<file path="config.mk">
export PLATFORM = sky130hd
export DESIGN_NAME = maxpool_seq_ctrl
export DESIGN_NICKNAME = d
export VERILOG_FILES = /design/src/rtl/maxpool_seq_ctrl.sv
export SDC_FILE = /design/constraint.sdc
export NUM_CORES = 1
export LEC_CHECK = 0
export CAP_MARGIN = 20
export CORE_MARGIN = 1.5
export CORE_UTILIZATION = 60
export CTS_CLUSTER_SIZE = 24
export DETAILED_ROUTE_END_ITERATION = 10
export GPL_TIMING_DRIVEN = 0
export PLACE_DENSITY_LB_ADDON = 0.3
export SETUP_SLACK_MARGIN = 0.15
export SYNTH_ARGS = -nofsm -noshare
export SYNTH_HDL_FRONTEND = slang
export SYNTH_SLANG_ARGS = --single-unit
</file>
<file path="constraint.sdc">
create_clock -name clk -period 7.35 [get_ports clk]
set_input_delay 1.47 -clock clk [delete_from_list [all_inputs] [get_ports clk]]
set_output_delay 1.47 -clock clk [all_outputs]
set_load 0.01 [all_outputs]
</file>
<file path="src/rtl/maxpool_seq_ctrl.sv">
// maxpool_seq_ctrl
// Sequencer for 2x2 / stride-2 max pooling over a D-channel HxW feature map.
// It walks channel, output row and output column. For each window it issues
// four reads to a synchronous-read input buffer and reduces them with a
// signed running max. It then writes the pooled word to the output buffer.
// Each output word takes 5 cycles.
//
// Ports:
//   clk      - clock
//   reset_n  - asynchronous active-low reset
//   start    - begin one full pooling pass (sampled only while idle)
//   busy     - pass in progress
//   done     - one-cycle pulse together with the final write
//   rd_en    - input buffer read strobe
//   rd_addr  - input word address d*H*W + r*W + c
//   rd_data  - input buffer data, valid one cycle after rd_en
//   wr_en    - output buffer write strobe
//   wr_addr  - output word address d*(H/2)*(W/2) + orow*(W/2) + ocol
//   wr_data  - pooled (signed) maximum
module maxpool_seq_ctrl #(
    parameter int DATA_BITS = 32,
    parameter int D         = 32,
    parameter int H         = 46,
    parameter int W         = 46,
    parameter int IN_AW     = 17,
    parameter int OUT_AW    = 15
) (
    input  logic                 clk,
    input  logic                 reset_n,
    input  logic                 start,
    output logic                 busy,
    output logic                 done,
    output logic                 rd_en,
    output logic [IN_AW-1:0]     rd_addr,
    input  logic [DATA_BITS-1:0] rd_data,
    output logic                 wr_en,
    output logic [OUT_AW-1:0]    wr_addr,
    output logic [DATA_BITS-1:0] wr_data
);

    localparam int OH = H / 2;
    localparam int OW = W / 2;
    localparam int DW = (D  > 1) ? $clog2(D)  : 1;
    localparam int RW = (OH > 1) ? $clog2(OH) : 1;
    localparam int CW = (OW > 1) ? $clog2(OW) : 1;

    localparam logic [DW-1:0] D_LAST = DW'(D - 1);
    localparam logic [RW-1:0] R_LAST = RW'(OH - 1);
    localparam logic [CW-1:0] C_LAST = CW'(OW - 1);

    // Window top-left address steps by 2 along a row pair. When the column
    // wraps, it jumps to the next row pair, which is +W+2 from the last
    // window. This holds across a channel boundary as well, because the
    // channels are stored contiguously.
    localparam logic [IN_AW-1:0] STEP_COL = IN_AW'(2);
    localparam logic [IN_AW-1:0] STEP_ROW = IN_AW'(W + 2);
    localparam logic [IN_AW-1:0] OFF_TR   = IN_AW'(1);
    localparam logic [IN_AW-1:0] OFF_BL   = IN_AW'(W);
    localparam logic [IN_AW-1:0] OFF_BR   = IN_AW'(W + 1);

    typedef enum logic [2:0] {
        IDLE,
        RD0,
        RD1,
        RD2,
        RD3,
        CMP,
        FIN
    } state_t;

    state_t                       state;
    logic [DW-1:0]                d_cnt;
    logic [RW-1:0]                orow;
    logic [CW-1:0]                ocol;
    logic [IN_AW-1:0]             base;
    logic [OUT_AW-1:0]            win_idx;
    logic signed [DATA_BITS-1:0]  acc;

    logic signed [DATA_BITS-1:0]  rd_s;
    logic signed [DATA_BITS-1:0]  max_val;
    logic                         col_wrap;
    logic                         row_wrap;
    logic                         last_win;
    logic [IN_AW-1:0]             next_base;

    assign rd_s      = $signed(rd_data);
    assign max_val   = (rd_s > acc) ? rd_s : acc;
    assign col_wrap  = (ocol == C_LAST);
    assign row_wrap  = (orow == R_LAST);
    assign last_win  = (d_cnt == D_LAST) && row_wrap && col_wrap;
    assign next_base = col_wrap ? (base + STEP_ROW) : (base + STEP_COL);

    // The read address is registered one state ahead, so it is valid in the
    // same cycle as rd_en. rd_data arrives one state later. Because of that,
    // the top-left word is loaded into acc when leaving RD1, and the
    // bottom-right word is folded in when leaving CMP.
    always_ff @(posedge clk or negedge reset_n) begin
        if (!reset_n) begin
            state   <= IDLE;
            busy    <= 1'b0;
            done    <= 1'b0;
            rd_en   <= 1'b0;
            rd_addr <= '0;
            wr_en   <= 1'b0;
            wr_addr <= '0;
            wr_data <= '0;
            d_cnt   <= '0;
            orow    <= '0;
            ocol    <= '0;
            base    <= '0;
            win_idx <= '0;
            acc     <= '0;
        end else begin
            wr_en <= 1'b0;
            done  <= 1'b0;
            case (state)
                IDLE: begin
                    if (start) begin
                        state   <= RD0;
                        busy    <= 1'b1;
                        d_cnt   <= '0;
                        orow    <= '0;
                        ocol    <= '0;
                        base    <= '0;
                        win_idx <= '0;
                        rd_en   <= 1'b1;
                        rd_addr <= '0;
                    end
                end
                RD0: begin
                    state   <= RD1;
                    rd_addr <= base + OFF_TR;
                end
                RD1: begin
                    state   <= RD2;
                    rd_addr <= base + OFF_BL;
                    acc     <= rd_s;
                end
                RD2: begin
                    state   <= RD3;
                    rd_addr <= base + OFF_BR;
                    acc     <= max_val;
                end
                RD3: begin
                    state   <= CMP;
                    rd_en   <= 1'b0;
                    rd_addr <= '0;
                    acc     <= max_val;
                end
                CMP: begin
                    acc     <= max_val;
                    wr_en   <= 1'b1;
                    wr_data <= max_val;
                    wr_addr <= win_idx;
                    win_idx <= win_idx + OUT_AW'(1);
                    if (col_wrap) begin
                        ocol <= '0;
                        if (row_wrap) begin
                            orow  <= '0;
                            d_cnt <= (d_cnt == D_LAST) ? '0 : d_cnt + DW'(1);
                        end else begin
                            orow <= orow + RW'(1);
                        end
                    end else begin
                        ocol <= ocol + CW'(1);
                    end
                    if (last_win) begin
                        state <= FIN;
                        done  <= 1'b1;
                    end else begin
                        state   <= RD0;
                        rd_en   <= 1'b1;
                        rd_addr <= next_base;
                        base    <= next_base;
                    end
                end
                FIN: begin
                    state <= IDLE;
                    busy  <= 1'b0;
                end
                default: begin
                    state <= IDLE;
                    busy  <= 1'b0;
                    rd_en <= 1'b0;
                end
            endcase
        end
    end

endmodule

</file>
==> out/qor.csv, run 1 <==
metric,value,unit
IO Count,103,
synth warn,0,
Critical Path RT,7.65,ns
Sinks on Clock Net,149,
"FF+latch count, synth",149,
Final Max Tran Viols,0,
1st-iter DRT viols,549,
WS Path Type,input port to register,
Synth Cell Area,8150,sq um
share of cells above drive strength 1,5.58,%
"Top FF cell, synth",dfrtp_1,
port bufs,102,
crit path capture type,register,
setup violators final,0,
Hold Crit Start,wr_addr[7]$_DFFE_PN0P_,
Final Wtd Congestion,0.936,
min-delay worst type,register to register,
DIE HEIGHT,120,um
fin crit share,57.6,%
largest net degree at the start of global routing,97,
Placeable Area,13200,sq um
Pre-Repair DR Iteration Count,5,
CTS tree,done,
synth unique cells,67,
Placed Cells,1147,
post-layout minimum cycle time,4.23,ns
Post-route DRC,0,
initial antenna violation count,0,
Reg-to-Reg Start,acc[14]$_DFFE_PN0P_,
Post-CTS Resized,0,
worst hold path endpoint,wr_addr[7]$_DFFE_PN0P_,
H-tree Lvls,4,
Max-slew headroom,48.6,%
nets,1069,
Root Buffer,clkbuf_16,
Avg Inst Size Synth,9.39,sq um
Leak Pwr,4.55,nW
first-pass GRT wire length,32600,um
All-Layer GR Usage,29.0,%
Post-synth EDFFs,0,
Clock Skew,0.00672,ns
crit-path max FO,10,
startpoint types,input port,
Total Wirelength,19700,um
vias in the first global route,6684,
FF-to-FF path depth,10,
setup bufs post-CTS,0,
worst skew pair latency,0.43,ns
worst path arrival time,4.53,ns
fraction of registers with async set/reset,100,%
clk slew on worst S/H paths,0.06,ns
RSZ-0062 raised after global routing,no,
Max Fclk,236,MHz
n_diodes,0,
area delta synth->final,22.6,%
Worst Hold Depth,2,
FF-to-FF setup slack,4.25,ns
row count,42,
pwr/cell area,396,nW/um^2
sequential share of the synthesized area,45.8,%
Max Cap Viol,0,
Die Span X,120,um
total negative slack,0,ns
Post-Synthesis Net Count,947,
outcome,"finished, final reports clean",
Vias,6960,
worst reg2reg path endpoint,acc[12]$_DFFE_PN0P_,
VDD IR max,317,uV
worst slew pin tran,0.764,ns
GRT Residual Overflow,0,
final non-filler cell total,1179,
Post-DRT Antenna Nets,0,
"Hold-fix buffers, CTS",0,
initial core utilization,61.5,%
die area,14300,sq um
Via-to-Cell Ratio,5.90,
DP Wirelength,13700,um
Avg WL per Cell,16.7,um
Post-Syn Instances,868,
clk buf depth,2,
CTS buffer count,17,
Hold Fails Final Rpt,0,
## Yosys cell counts, types with 3 or more instances
cell,count,share of area [%]
and2_1,4,0.31
nand2_1,158,7.3
a22oi_1,4,0.37
xnor2_1,8,0.86
and3_1,7,0.54
mux2i_1,36,4.4
a32o_1,4,0.49
o21bai_1,3,0.28
o21ai_1,12,0.74
or2_1,3,0.23
nor3_1,13,0.80
nand4_1,13,1.0
o211ai_1,6,0.55
buf_1,7,0.32
o2bb2ai_1,3,0.32
xor2_1,7,0.75
mux2_1,32,4.4
a21o_1,4,0.37
inv_1,39,1.8
buf_4,4,0.37
nor2b_1,4,0.31
o21ai_0,86,5.3
mux2_2,3,0.41
clkbuf_1,26,1.2
a221o_1,5,0.61
a22o_1,6,0.64
or3_1,3,0.23
nand3_1,26,1.6
dfrtp_1,149,46
buf_6,3,0.41
o31ai_1,6,0.55
nor2_1,45,2.1
buf_2,7,0.43
ha_1,44,6.8
a21oi_1,39,2.4
a31oi_1,7,0.54
## cell families (layout without fill, tap and decap cells)
kind of cell	Yosys count	after routing	share of synthesized area, %
adders and majority gates	44	44	6.76
buffers and inverters	90	225	4.71
xor gates and xnor gates	15	15	1.61
muxes	72	72	9.43
and+or+nand+nor	287	287	15.5
DFF	149	149	45.8
AOI/OAI and AO/OA	211	211	16.2
## cell usage in the layout, fill, tap and decap left out, types with 8 or more instances in the layout
master,Yosys,final
mux2_1,32,32
nor3_1,13,13
clkdlybuf4s50_1,0,101
clkbuf_1,26,29
dfrtp_1,149,149
a21oi_1,39,39
ha_1,44,44
mux2i_1,36,36
nand4_1,13,13
nand2_1,158,158
nand3_1,26,26
inv_1,39,39
o21ai_1,12,12
clkbuf_16,0,17
nor2_1,45,45
xnor2_1,8,8
o21ai_0,86,86
## through the flow
stage / utilization [%] / cell area [sq um] / power (mW) / setup WS [ns] / hold WS (ns)
floorplan: - / 8150 / 2.44 / 3.67 / 0.437
global placement: 70.9 / 9390 / 3.03 / -1.22 / 0.454
global route: 75.4 / 9990 / 4.22 / 2.94 / 0.491
detailed placement: 71.1 / 9420 / 3.10 / 2.74 / 0.462
CTS: 75.4 / 9990 / 3.96 / 3.13 / 0.476
finish: 75.4 / 9990 / 3.95 / 3.12 / 0.468
## metal layers
layer | part of all wire, % | global-route usage, %
met5 | 0 | 0
met4 | 2.3 | 11.7
met3 | 5.2 | 5.56
met2 | 48 | 46.0
met1 | 44 | 39.4
## area by class of cell
class	instances	area [sq um]
buffer	47	223
clock buffer	22	464
clock inverter	10	105
fill	984	3250
inverter	43	161
multi-input combinational	629	4040
sequential	149	3730
tap	176	220
timing repair buffer	103	1050
## sequential cells by signal (all words and copies together) (netlist names), 3 cells and up
signal   count
rd_addr     17
wr_addr     15
win_idx     15
acc         32
base        16
orow         5
wr_data     32
state        3
d_cnt        5
ocol         5
## worst max-delay path by stage
stage | slack (ns) | endpoint | start
5_1_grt | 2.94 | acc[21]$_DFFE_PN0P_ | rd_data[14]
3_5_place_dp | 2.74 | acc[12]$_DFFE_PN0P_ | rd_data[14]
4_1_cts | 3.13 | acc[12]$_DFFE_PN0P_ | rd_data[14]
6_report | 3.12 | acc[12]$_DFFE_PN0P_ | rd_data[14]
2_1_floorplan | 3.67 | acc[10]$_DFFE_PN0P_ | rd_data[14]
3_3_place_gp | -1.22 | wr_addr[9]$_DFFE_PN0P_ | reset_n
## worst max-delay path: stages
cell and delay (ns):
clkdlybuf4s50_1 0.46, ha_1 0.35, nand4_1 0.14, nor4_1 0.45
a21boi_1 0.25, o41a_1 0.29, o211ai_4 0.17, o31ai_4 0.37
buf_6 0.23, mux2_1 0.35
## where the power goes
| part | internal [mW] | leakage, nW | switching [mW] |
|---|---|---|---|
| Combinational | 0.841 | 2.35 | 0.976 |
| Clock | 0.513 | 0.279 | 0.330 |
| Sequential | 1.10 | 1.92 | 0.187 |
| Total | 2.46 | 4.55 | 1.49 |
(Power assumes the default switching activity.)
==> run 2, diff against run 1 <==
--- a/config.mk
+++ b/config.mk
@@ -7,7 +7,7 @@
 export LEC_CHECK = 0
 export CAP_MARGIN = 20
 export CORE_MARGIN = 1.5
-export CORE_UTILIZATION = 60
+export CORE_UTILIZATION = 51
 export CTS_CLUSTER_SIZE = 24
 export DETAILED_ROUTE_END_ITERATION = 10
 export GPL_TIMING_DRIVEN = 0
==> constraint.sdc (replaced) <==
create_clock -name clk -period 3.8 [get_ports clk]
set_input_delay 0.76 -clock clk [delete_from_list [all_inputs] [get_ports clk]]
set_output_delay 0.76 -clock clk [all_outputs]
set_load 0.01 [all_outputs]
==> run 2 against run 1 <==
  * Register-to-register slack worse by 3.6 ns
  * Setup slack worse by 2.8 ns
  * Clock power up 87%
==> out/qor.csv, run 2 (synthesis gave the netlist of run 1 again) <==
metric,value,unit,change
clk buf depth,2,,unchanged
Pre-Repair DR Iteration Count,5,,unchanged
Reg-to-Reg Start,state[2]$_DFFE_PN0N_,,
area of the multi-input gates,4040,sq um,+0.16%
register area,3730,sq um,unchanged
worst slew pin tran,0.794,ns,+0.0306 ns
Sinks on Clock Net,149,,unchanged
final non-filler cell total,1220,,+3.5%
FF-to-FF setup slack,0.68,ns,-3.57 ns
Total Wirelength,20200,um,+2.8%
Final Wtd Congestion,0.913,,-2.4%
crit path capture type,register,,
"commonest non-fill, non-tap cell in the layout",nand2_1,,
outcome,"finished, final reports clean",,
worst path arrival time,3.74,ns,-0.79 ns
CTS tree,done,,
startpoint types,input port,,
WS Path Type,input port to register,,
Placeable Area,15800,sq um,+19%
Leak Pwr,4.54,nW,about the same
pwr/cell area,757,nW/um^2,+91%
DP Wirelength,14000,um,+2.4%
Post-DRT Antenna Nets,0,,unchanged
area post-placement,9470,sq um,+0.53%
share of cells above drive strength 1,6.08,%,+0.49 points
Max-slew headroom,47.1,%,-1.6 points
fillers,1378,,+40%
Max Cap Viol,0,,unchanged
port bufs,102,,unchanged
area delta synth->final,23.1,%,
DIE HEIGHT,129,um,+8.3%
worst reg2reg path endpoint,wr_data[28]$_DFFE_PN0P_,,
Avg WL per Cell,16.6,um,-0.67%
Placed Cells,1187,,+3.5%
clk slew on worst S/H paths,0.06,ns,about the same
IO Count,103,,unchanged
GRT Residual Overflow,0,,unchanged
RSZ-0062 raised after global routing,no,,
row count,46,,+9.5%
Hold Worst Slack,0.296,ns,-0.171 ns
nets,1070,,+0.094%
critical path capture point,acc[13]$_DFFE_PN0P_,,
first-pass GRT wire length,33000,um,+1.3%
Vias,6912,,-0.69%
Post-Layout Inst Area,10000,sq um,+0.44%
initial core utilization,51.7,%,-9.9 points
Via-to-Cell Ratio,5.67,,-4.0%
VDD IR max,442,uV,+40%
post-layout minimum cycle time,3.43,ns,
Root Buffer,clkbuf_16,,
H-tree Lvls,4,,unchanged
Hold Fails Final Rpt,0,,unchanged
most frequent cells in the layout,"158 x nand2_1, 149 x dfrtp_1, 101 x clkdlybuf4s50_1, 86 x o21ai_0, 45 x nor2_1",,
Clock Skew,0.00599,ns,-0.000735 ns
setup violators final,0,,unchanged
All-Layer GR Usage,25.2,%,-3.8 points
CTS buffer count,17,,unchanged
Final Max Tran Viols,0,,unchanged
CP startpoint,rd_data[31],,
Post-route DRC,0,,unchanged
die area,16700,sq um,+17%
Top Registers,"acc x32, wr_data x32, rd_addr x17",,
final core occ,63.6,%,-12 points
Max Fclk,291,MHz,
Critical Path RT,4.10,ns,-3.55 ns
worst skew pair latency,0.43,ns,about the same
initial antenna violation count,0,,unchanged
1st-iter DRT viols,560,,+2.0%
Die Span X,129,um,+8.3%
crit-path max FO,10,,unchanged
vias in the first global route,6653,,-0.46%
"Hold-fix buffers, CTS",0,,unchanged
min-delay worst type,input port to async pin,,
largest net degree at the start of global routing,93,,-4.1%
FF-to-FF path depth,9,,-1
fin crit share,90.3,%,
n_diodes,0,,unchanged
==> run 2: cell types whose count changed in the layout (fill, tap and decap cells not counted) <==
cell / previous run / this run
buf_4: 4 / 5
bufinv_16: 2 / 1
clkbuf_1: 29 / 26
clkbuf_8: 2 / 1
clkinv_2: 6 / 8
clkinv_4: 0 / 1
clkinvlp_4: 2 / 3
inv_6: 0 / 1
nor4_1: 2 / 1
nor4_2: 1 / 2
==> run 2: per-stage QoR <==
stage | worst slack (ns) | total power, mW | setup TNS [ns]
2_1_floorplan | 0.833 | 4.72 | 0
3_3_place_gp | -4.16 | 5.90 | -620.00
3_5_place_dp | -0.100 | 5.99 | -2.31
4_1_cts | 0.311 | 7.61 | 0
5_1_grt | 0.167 | 8.13 | 0
6_report | 0.367 | 7.60 | 0
==> run 2: how the worst min path moves through the flow <==
stage | from | endpoint | slack, ns | cells after the start
after global placement | wr_addr[6]$_DFFE_PN0P_ | wr_addr[6]$_DFFE_PN0P_ | 0.46 | 2
after global routing | reset_n | wr_addr[10]$_DFFE_PN0P_ | 0.33 | 1
after detailed placement | wr_addr[10]$_DFFE_PN0P_ | wr_addr[10]$_DFFE_PN0P_ | 0.46 | 2
after floorplan | d_cnt[3]$_DFFE_PN0P_ | d_cnt[3]$_DFFE_PN0P_ | 0.44 | 1
final | reset_n | wr_addr[10]$_DFFE_PN0P_ | 0.30 | 1
after CTS | reset_n | wr_addr[14]$_DFFE_PN0P_ | 0.31 | 1
==> run 2: repair_timing <==
action / 4_1_cts / 5_1_grt
gates resized for setup: 0 / 1
setup buffers: 0 / 1
endpoints found under the setup margin: 0 / 30
==> run 2: critical path, stage by stage <==
cell and delay, ns:
clkdlybuf4s50_1 0.46, ha_1 0.44, nand4_2 0.18, nor4_2 0.43
o41a_1 0.33, o211ai_4 0.17, o31ai_4 0.38, buf_6 0.22
mux2_1 0.35
==> run 2: where the power goes <==
part | total (mW) | internal (mW) | switching [mW] | leakage (nW)
registers | 2.49 | 2.13 | 0.352 | 1.92
clock network | 1.58 | 0.909 | 0.673 | 0.271
logic | 3.53 | 1.64 | 1.89 | 2.35
total | 7.60 | 4.68 | 2.92 | 4.54
==> run 2: cell type report <==
type | instances | area share [%]
Multi-Input combinational cell | 629 | 40.3
Buffer | 47 | 2.22
Tap cell | 216 | 2.69
Sequential cell | 149 | 37.2
Clock inverter | 14 | 1.10
Clock buffer | 18 | 4.38
Timing Repair Buffer | 104 | 10.5
Inverter | 43 | 1.61
==> run 2: routing by layer <==
layer / global-route usage, % / share of wire, % / vias to the layer above
li1: - / - / 3318
met1: 34.6 / 46 / 3328
met2: 39.9 / 47 / 227
met3: 5.41 / 5.4 / 39
met4: 8.20 / 2.1 / 0
met5: 0 / 0 / -
==> run 3, diff against run 2 <==
--- a/config.mk
+++ b/config.mk
@@ -6,7 +6,6 @@
 export NUM_CORES = 1
 export LEC_CHECK = 0
 export CAP_MARGIN = 20
-export CORE_MARGIN = 1.5
 export CORE_UTILIZATION = 51
 export CTS_CLUSTER_SIZE = 24
 export DETAILED_ROUTE_END_ITERATION = 10
==> run 3 against run 2 <==
  * Maximum frequency shrank 0.80%
  * Combinational power is essentially flat
  * Cell count shrank 0.49%
  * Critical path type unchanged
  * Via count decreased by 1.4%
  * Critical path depth unchanged
  * Largest power group unchanged
  * Highest routed layer unchanged
  * Critical endpoint is now acc[20]$_DFFE_PN0P_
==> out/qor.csv, run 3 (synthesis gave the netlist of run 1 again) <==
metric,value,unit,change
CP startpoint,rd_data[31],,
Sw Ratio,37.6,%,-0.83 points
Top Registers,"acc x32, wr_data x32, rd_addr x17",,
largest net degree at the start of global routing,93,,unchanged
startpoint types,input port,,
clk slew on worst S/H paths,0.06,ns,about the same
Reg-to-Reg Start,state[2]$_DFFE_PN0N_,,
CTS buffer count,17,,unchanged
1st-iter DRT viols,463,,-17%
nets,1069,,-0.093%
Clock Skew,0.00702,ns,+0.00103 ns
Max-slew headroom,44.5,%,-2.6 points
Root Buffer,clkbuf_16,,
Sinks on Clock Net,149,,unchanged
Worst path slowest cell,nor4_2,,
crit path capture type,register,,
fin crit share,91.1,%,+0.73 points
total negative slack,0,ns,unchanged
post-layout minimum cycle time,3.46,ns,+0.0276 ns
setup violators final,0,,unchanged
share of cells above drive strength 1,5.78,%,-0.29 points
vias in the first global route,6341,,-4.7%
Total Wirelength,19400,um,-4.0%
Final Max Tran Viols,0,,unchanged
FF-to-FF path depth,9,,unchanged
Critical Path RT,4.10,ns,about the same
fillers,1287,,-6.6%
port bufs,102,,unchanged
Avg WL per Cell,16.0,um,-3.6%
Int Power,4.83,mW,+3.3%
worst reg2reg path endpoint,wr_data[18]$_DFFE_PN0P_,,
initial antenna violation count,0,,unchanged
"commonest non-fill, non-tap cell in the layout",nand2_1,,
initial core utilization,53.0,%,+1.3 points
most frequent cells in the layout,"158 x nand2_1, 149 x dfrtp_1, 101 x clkdlybuf4s50_1, 86 x o21ai_0, 45 x nor2_1",,
VDD IR max,448,uV,+1.3%
first-pass GRT wire length,31900,um,-3.6%
"slowest stage delay, CP",0.46,ns,about the same
clk buf depth,2,,unchanged
Placed Cells,1182,,-0.42%
worst skew pair latency,0.43,ns,about the same
Post-route DRC,0,,unchanged
CTS tree,done,,
setup bufs post-CTS,0,,unchanged
min-delay worst type,input port to async pin,,
worst slew pin tran,0.830,ns,+0.0355 ns
clock network power share,22.5,%,+1.7 points
Post-DRT Antenna Nets,0,,unchanged
Place WS,-0.112,ns,-0.0117 ns
FF-to-FF setup slack,0.67,ns,about the same
Max Fclk,289,MHz,-0.80%
Placeable Area,15400,sq um,-2.5%
crit-path max FO,10,,unchanged
Die Span X,128,um,-0.77%
DP Wirelength,13400,um,-3.9%
area delta synth->final,23.7,%,
worst path arrival time,3.76,ns,+0.02 ns
n_diodes,0,,unchanged
Via-to-Cell Ratio,5.61,,-0.95%
Hold Fails Final Rpt,0,,unchanged
Hold Worst Slack,0.287,ns,-0.00918 ns
All-Layer GR Usage,24.8,%,-0.40 points
register share of total power,32.0,%,-0.7 points
Leak Pwr,4.55,nW,+0.12%
die area,16500,sq um,-1.5%
crit-path cells,clkdlybuf4s50_1 > ha_1 > nand4_2 > nor4_2 > o41a_1 > o211ai_4 > o31ai_4 > buf_6 > mux2_1,,
IO Count,103,,unchanged
fin worst setup slack,0.340,ns,-0.0276 ns
DIE HEIGHT,128,um,-0.77%
Comb power frac,45.6,%,-0.9 points
GRT Residual Overflow,0,,unchanged
Switch Pwr,2.91,mW,-0.31%
Pre-Repair DR Iteration Count,5,,unchanged
"Hold-fix buffers, CTS",0,,unchanged
Final Wtd Congestion,0.938,,+2.7%
H-tree Lvls,4,,unchanged
Max Cap Viol,0,,unchanged
row count,45,,-2.2%
final non-filler cell total,1214,,-0.49%
Vias,6813,,-1.4%
outcome,"finished, final reports clean",,
WS Path Type,input port to register,,
pwr/cell area,768,nW/um^2,+1.4%
RSZ-0062 raised after global routing,no,,
[run 3: layer usage]
metal / wire, um / vias to the layer above / GRT usage (%) / part of all wire (%)
met3: 1180 / 33 / 6.03 / 6.1
met4: 348 / 0 / 8.65 / 1.8
li1: - / 3313 / - / -
met5: 0 / - / 0 / 0
met1: 9020 / 3265 / 34.7 / 47
met2: 8830 / 202 / 37.7 / 46
[run 3: final cells by class]
class | count | area, sq um | share of cell area (%)
timing repair buffer | 103 | 1050 | 10.4
clock inverter | 11 | 150 | 1.49
buffer | 47 | 223 | 2.21
inverter | 43 | 161 | 1.60
sequential | 149 | 3730 | 37.0
multi-input combinational | 629 | 4040 | 40.1
tap | 211 | 264 | 2.62
clock buffer | 21 | 460 | 4.57
[run 3: timing repair]
action | CTS | global route
setup endpoints to repair | 0 | 6
resized for setup | 0 | 1
endpoints found under the hold margin | 0 | 0
[run 3: power groups by stage]
stage                     Clock (mW)  Combinational [mW]  Sequential [mW]
after floorplan                    0                2.15             2.57
after global placement             0                3.43             2.48
after detailed placement           0                3.50             2.50
after CTS                       1.76                3.53             2.47
after global routing            1.84                3.89             2.55
final                           1.74                3.53             2.47
[run 3: worst max-delay path: cells and delay by family]
family | cells | cell delay, ns
multiplexers | 1 | 0.34
buffers and inverters | 2 | 0.68
adder cells (fa/ha/maj) | 1 | 0.45
AO/OA/AOI/OAI | 3 | 0.85
AND/OR/NAND/NOR | 2 | 0.67
[run 3: stage by stage]
stage | power, mW | utilization (%) | cell area [sq um]
final | 7.74 | 65.6 | 10100
after global routing | 8.28 | 65.6 | 10100
after CTS | 7.76 | 65.5 | 10100
after detailed placement | 6.00 | 61.6 | 9460
after global placement | 5.91 | 61.4 | 9430
after floorplan | 4.72 | - | 8150
[run 3: worst max path at each step]
stage                                   end  slack [ns]  cells after the start
floorplan               acc[10]$_DFFE_PN0P_        0.83                      9
global placement    win_idx[14]$_DFFE_PN0P_       -4.21                      1
detailed placement      acc[20]$_DFFE_PN0P_       -0.11                     10
CTS                     acc[20]$_DFFE_PN0P_        0.31                     10
global route            acc[13]$_DFFE_PN0P_        0.20                     10
finish                  acc[20]$_DFFE_PN0P_        0.34                      9
